<file path="src/rtl/pc_sequencer.sv">
// ============================================================================
// Module   : pc_sequencer
// Purpose  : Next-PC selection FSM (IDLE/RUN/STALL/FLUSH) with redirect flush.
//            Define PC_SEQUENCER_PERF_CNT_EN to build the stall/redirect counters.
// Revision : 1.0 - initial release
// ============================================================================
`default_nettype none

module pc_sequencer (
   input  logic        clk_i,
   input  logic        rst_i,
   input  logic        start_i,
   input  logic        stall_i,
   input  logic        branch_i,
   input  logic [31:0] branch_target_i,
   input  logic        jump_i,
   input  logic [31:0] jump_target_i,
   input  logic [31:0] pc_i,
   output logic [31:0] pc_next_o,
   output logic        pc_write_o,
   output logic        flush_o,
   output logic [1:0]  state_o,
   output logic [15:0] stall_cnt_o,
   output logic [15:0] flush_cnt_o
);

   typedef enum logic [1:0] {
      IDLE  = 2'b00,
      RUN   = 2'b01,
      STALL = 2'b10,
      FLUSH = 2'b11
   } state_t;

   localparam logic [31:0] C_PC_STEP    = 32'd4;
   localparam logic [31:0] C_ALIGN_MASK = 32'hFFFF_FFFC;

   state_t      r_state;
   state_t      w_next_state;
   logic [31:0] w_pc_seq;
   logic        w_stall_hold;
   logic        w_redirect;

   assign w_pc_seq = pc_i + C_PC_STEP;

   always_comb begin
      w_next_state = r_state;
      pc_next_o    = pc_i;
      pc_write_o   = 1'b0;
      flush_o      = 1'b0;
      w_stall_hold = 1'b0;
      w_redirect   = 1'b0;
      if (rst_i) begin
         w_next_state = IDLE;
      end else if (!start_i) begin
         w_next_state = IDLE;
      end else begin
         case (r_state)
            IDLE: begin
               w_next_state = RUN;
            end
            RUN, STALL: begin
               // Jump outranks branch; both share the same redirect path.
               if (jump_i || branch_i) begin
                  pc_next_o    = (jump_i ? jump_target_i : branch_target_i) & C_ALIGN_MASK;
                  pc_write_o   = 1'b1;
                  flush_o      = 1'b1;
                  w_redirect   = 1'b1;
                  w_next_state = FLUSH;
               end else if (stall_i) begin
                  w_stall_hold = 1'b1;
                  w_next_state = STALL;
               end else begin
                  pc_next_o    = w_pc_seq;
                  pc_write_o   = 1'b1;
                  w_next_state = RUN;
               end
            end
            FLUSH: begin
               pc_next_o    = w_pc_seq;
               pc_write_o   = 1'b1;
               w_next_state = RUN;
            end
            default: begin
               w_next_state = IDLE;
            end
         endcase
      end
   end

   always_ff @(posedge clk_i) begin
      if (rst_i) begin
         r_state <= IDLE;
      end else begin
         r_state <= w_next_state;
      end
   end

   // The register may still hold a stale state on the first reset edge.
   assign state_o = rst_i ? IDLE : r_state;

`ifdef PC_SEQUENCER_PERF_CNT_EN
   logic [15:0] r_stall_cnt;
   logic [15:0] r_flush_cnt;

   always_ff @(posedge clk_i) begin
      if (rst_i) begin
         r_stall_cnt <= 16'd0;
         r_flush_cnt <= 16'd0;
      end else begin
         if (w_stall_hold && (r_stall_cnt != 16'hFFFF)) begin
            r_stall_cnt <= r_stall_cnt + 16'd1;
         end
         if (w_redirect && (r_flush_cnt != 16'hFFFF)) begin
            r_flush_cnt <= r_flush_cnt + 16'd1;
         end
      end
   end

   assign stall_cnt_o = r_stall_cnt;
   assign flush_cnt_o = r_flush_cnt;
`else
   assign stall_cnt_o = 16'd0;
   assign flush_cnt_o = 16'd0;
`endif

endmodule

`default_nettype wire

</file>
<file path="config.mk">
export PLATFORM = sky130hd
export DESIGN_NAME = pc_sequencer
export DESIGN_NICKNAME = d
export VERILOG_FILES = /design/src/rtl/pc_sequencer.sv
export SDC_FILE = /design/constraint.sdc
export NUM_CORES = 1
export LEC_CHECK = 0
export ABC_AREA = 1
export CORE_ASPECT_RATIO = 1.1
export CORE_MARGIN = 5
export CORE_UTILIZATION = 39
export CTS_CLUSTER_SIZE = 16
export DETAILED_ROUTE_END_ITERATION = 6
export PLACE_DENSITY_LB_ADDON = 0.08
export SETUP_SLACK_MARGIN = 0.05
export SLEW_MARGIN = 20
export SYNTH_ARGS = -nofsm -noshare
export SYNTH_HDL_FRONTEND = slang
export SYNTH_SLANG_ARGS = --single-unit
</file>
<file path="constraint.sdc">
create_clock -name clk_i -period 2.39 [get_ports clk_i]
set_clock_uncertainty 0.05 [all_clocks]
set_input_delay 0.478 -clock clk_i [delete_from_list [all_inputs] [get_ports clk_i]]
set_output_delay 0.478 -clock clk_i [all_outputs]
set_load 0.005 [all_outputs]
</file>
==> impl_metrics.env <==
export IMPL_utilization_pct=81.89
export IMPL_drtPass1Iterations=5
export IMPL_path_cells="buf_8, ha_4, nand2_4, nor2_4, nand2_4, nor2_4, buf_6, buf_6, xor2_1, o21ai_1, nand2_1, o21ai_2, buf_2"
export IMPL_wl_um=15770
export IMPL_final_cell_area_um2=5738
export IMPL_port_buffers=133
export IMPL_syn_cell_area_um2=2809
export IMPL_cts_tree="built"
export IMPL_drc_errors=0
export IMPL_antenna_found_initial=1
export IMPL_grt_pass1_vias=4736
export IMPL_die_w_um=90.92
export IMPL_core_area_um2=7007
export IMPL_slew_violations=0
export IMPL_grt_max_degree=23
export IMPL_worst_setup_path_end_kind="primary output"
export IMPL_wire_per_inst_um=17.68
export IMPL_cp_slowest_cell="xor2_1"
export IMPL_worstSkewPairLatency_ns=0.22
export IMPL_yosys_warnings=0
export IMPL_num_rows=32
export IMPL_hold_buffers=0
export IMPL_finalWorstSetupSlack_ns=-0.01695
export IMPL_largest_reg_flops=2
export IMPL_crit_arrival_ns=1.88
export IMPL_drive_gt1_share_pct=42.56
export IMPL_initial_core_util_pct=40.09
export IMPL_start_kind="input port"
export IMPL_ios=170
export IMPL_antenna_left=0
export IMPL_num_vias=4905
export IMPL_setup_viol=1
export IMPL_place_ws_ns=-0.8293
export IMPL_avgSynthCellArea_um2=5.034
export IMPL_critPathKind="input port to primary output"
export IMPL_root_buffer="clkbuf_8"
export IMPL_overflow=0
export IMPL_hold_viol=0
export IMPL_finalPower_mw=1.056
export IMPL_clock_sinks=2
export IMPL_powerDensity_nw_per_um2=184.0
export IMPL_fin_nets=913
export IMPL_viasPerCell=5.499
export IMPL_status="finished, violations left"
export IMPL_cp_slowest_stage_delay_ns=0.17
export IMPL_rsz0062_at_grt="yes"
export IMPL_power_leakage_nw=2.863
export IMPL_die_y_um=99.01
export IMPL_grt_total_usage_pct=29.50
export IMPL_regMostFlops="r_state"
export IMPL_period_share_pct=100.7
export IMPL_hpwl_um=9602
export IMPL_drv_cap=0
export IMPL_area_growth_syn_to_layout_pct=104.3
export IMPL_grt_pass1_wl_um=22140
export IMPL_critPathRequiredTime_ns=1.86
export IMPL_die_area_um2=9001
export IMPL_n_fill_cell=464
export IMPL_clk_pin_slew_ns=0.03
export IMPL_ys_seq_area_share_pct=1.425
export IMPL_violations="setup timing"
export IMPL_fmax_ghz=0.4155
export IMPL_min_delay_path_class="input port to register"
export IMPL_yosysUniqueCellTypes=38
export IMPL_largestRegisters="r_state (2)"
export IMPL_synth_seq_cells=2
export IMPL_routabilityCongestion=0.9553
export IMPL_syn_instance_count=558
export IMPL_cts_buffers=3
export IMPL_ir_drop_v=0.0001952
export IMPL_htreeDepth=1
export IMPL_critPathMaxFanout=4
export IMPL_drtIter0Drc=336
export IMPL_hold_depth=4
export IMPL_fin_crit_ns=2.407
export IMPL_placed_cell_area_um2=4673
export IMPL_ff2ff_path_depth=7
export IMPL_cts_buffer_depth=2
[metal layers]
metal  routed length [um]  up-vias  track usage, %
met4                  857        0           12.08
li1                     -     2246               -
met1                 5482     2225           33.36
met3                 1488       97           4.962
met2                 7941      337           54.33
met5                    0        -               0
[kinds of logic (layout without fill, tap and decap cells)]
family	count (synthesis)	count (layout)	synth area share [%]
AND/OR/NAND/NOR	297	297	46.59
buffers and inverters	132	349	22.85
AO/OA/AOI/OAI	112	112	24.23
XOR/XNOR	11	11	3.430
adder cells (fa/ha/maj)	3	3	1.336
flip-flops	2	2	1.425
other	1	33	0.1335
[repair_timing]
| action | CTS | global route |
|---|---|---|
| gates cloned | 5 | 2 |
| gates resized for setup | 344 | 132 |
| setup buffers | 35 | 17 |
| pin swaps | 60 | 67 |
| endpoints found under the setup margin | 34 | 32 |
[layout make-up]
type,instances,area [um2],share of cell area (%)
flip-flops and latches,2,42.54,0.7414
repair inverters,1,6.256,0.1090
inverters,77,316.6,5.517
diodes,1,2.502,0.04361
multi-input cells,455,2814,49.04
repair buffers,268,2409,41.98
well taps,85,106.4,1.853
clock buffers,3,41.29,0.7196
[power by group]
| part | internal (mW) | leakage (nW) | total (mW) | switching (mW) |
|---|---|---|---|---|
| Clock | 0.107 | 0.0216 | 0.142 | 0.0350 |
| Combinational | 0.442 | 2.82 | 0.877 | 0.434 |
| Sequential | 0.0356 | 0.0172 | 0.0370 | 0.00134 |
[path summary, 6_finish.rpt]
check                               end  slack (ns)                   from
setup reg to reg  r_state[0]$_SDFF_PP0_        0.95  r_state[1]$_SDFF_PP0_
setup / recovery          pc_next_o[14]       -0.02                pc_i[2]
hold / removal    r_state[0]$_SDFF_PP0_        0.61                  rst_i
hold reg to reg   r_state[1]$_SDFF_PP0_        0.87  r_state[1]$_SDFF_PP0_
[worst max-delay path, delay by kind of cell]
kind                     cells  cell delay, ns
buffers and inverters        4            0.41
AND/OR/NAND/NOR              5            0.49
adder cells (fa/ha/maj)      1            0.16
XOR/XNOR                     1            0.17
AO/OA/AOI/OAI                2            0.16
[cells in the final DEF, fill, tap and decap left out, types with 5 or more instances in the layout]
cell	instances
nand3_1	18
a21boi_2	7
inv_1	60
buf_2	32
nor2_4	18
xor2_1	10
a21oi_2	9
nand2_4	16
nand2_2	21
dlygate4sd2_1	7
clkdlybuf4s50_1	65
a211oi_1	5
a21oi_1	10
buf_4	96
nand4_1	7
clkbuf_2	14
inv_2	10
nor2_1	48
buf_6	32
nand2_1	130
o21ai_1	24
o22ai_1	13
o21ai_2	6
nor2_2	9
o21ai_0	8
nand3_2	11
buf_12	8
a211oi_2	10
conb_1	32
[Yosys cell counts, drive strengths merged]
| cell | n | area [um2] |
|---|---|---|
| a211oi | 16 | 120.1 |
| a21boi | 11 | 86.33 |
| a21oi | 21 | 105.1 |
| a22oi | 3 | 22.52 |
| a31oi | 1 | 6.260 |
| buf | 47 | 322.8 |
| clkbuf | 8 | 30.03 |
| clkinv | 1 | 3.750 |
| conb | 1 | 3.750 |
| dfxtp | 2 | 40.04 |
| ha | 3 | 37.54 |
| inv | 76 | 285.3 |
| nand2 | 168 | 670.6 |
| nand3 | 31 | 160.1 |
| nand3b | 1 | 7.510 |
| nand4 | 7 | 43.79 |
| nor2 | 76 | 346.6 |
| nor3 | 6 | 30.03 |
| o211ai | 4 | 30.03 |
| o21ai | 39 | 195.2 |
| o221ai | 3 | 26.28 |
| o22ai | 13 | 81.33 |
| o31ai | 1 | 7.510 |
| or2 | 8 | 50.05 |
| xor2 | 11 | 96.34 |
[metrics by stage]
stage               setup TNS [ns]  hold WS, ns  cells
global placement            -20.15       0.9612    832
finish                    -0.01695       0.6114    892
detailed placement          -21.52       0.9767    832
floorplan                        0       0.5975    589
CTS                       -0.01243       0.6262    874
global route               -0.2602       0.6412    892
Note: power is estimated with default switching activity, not from simulation.
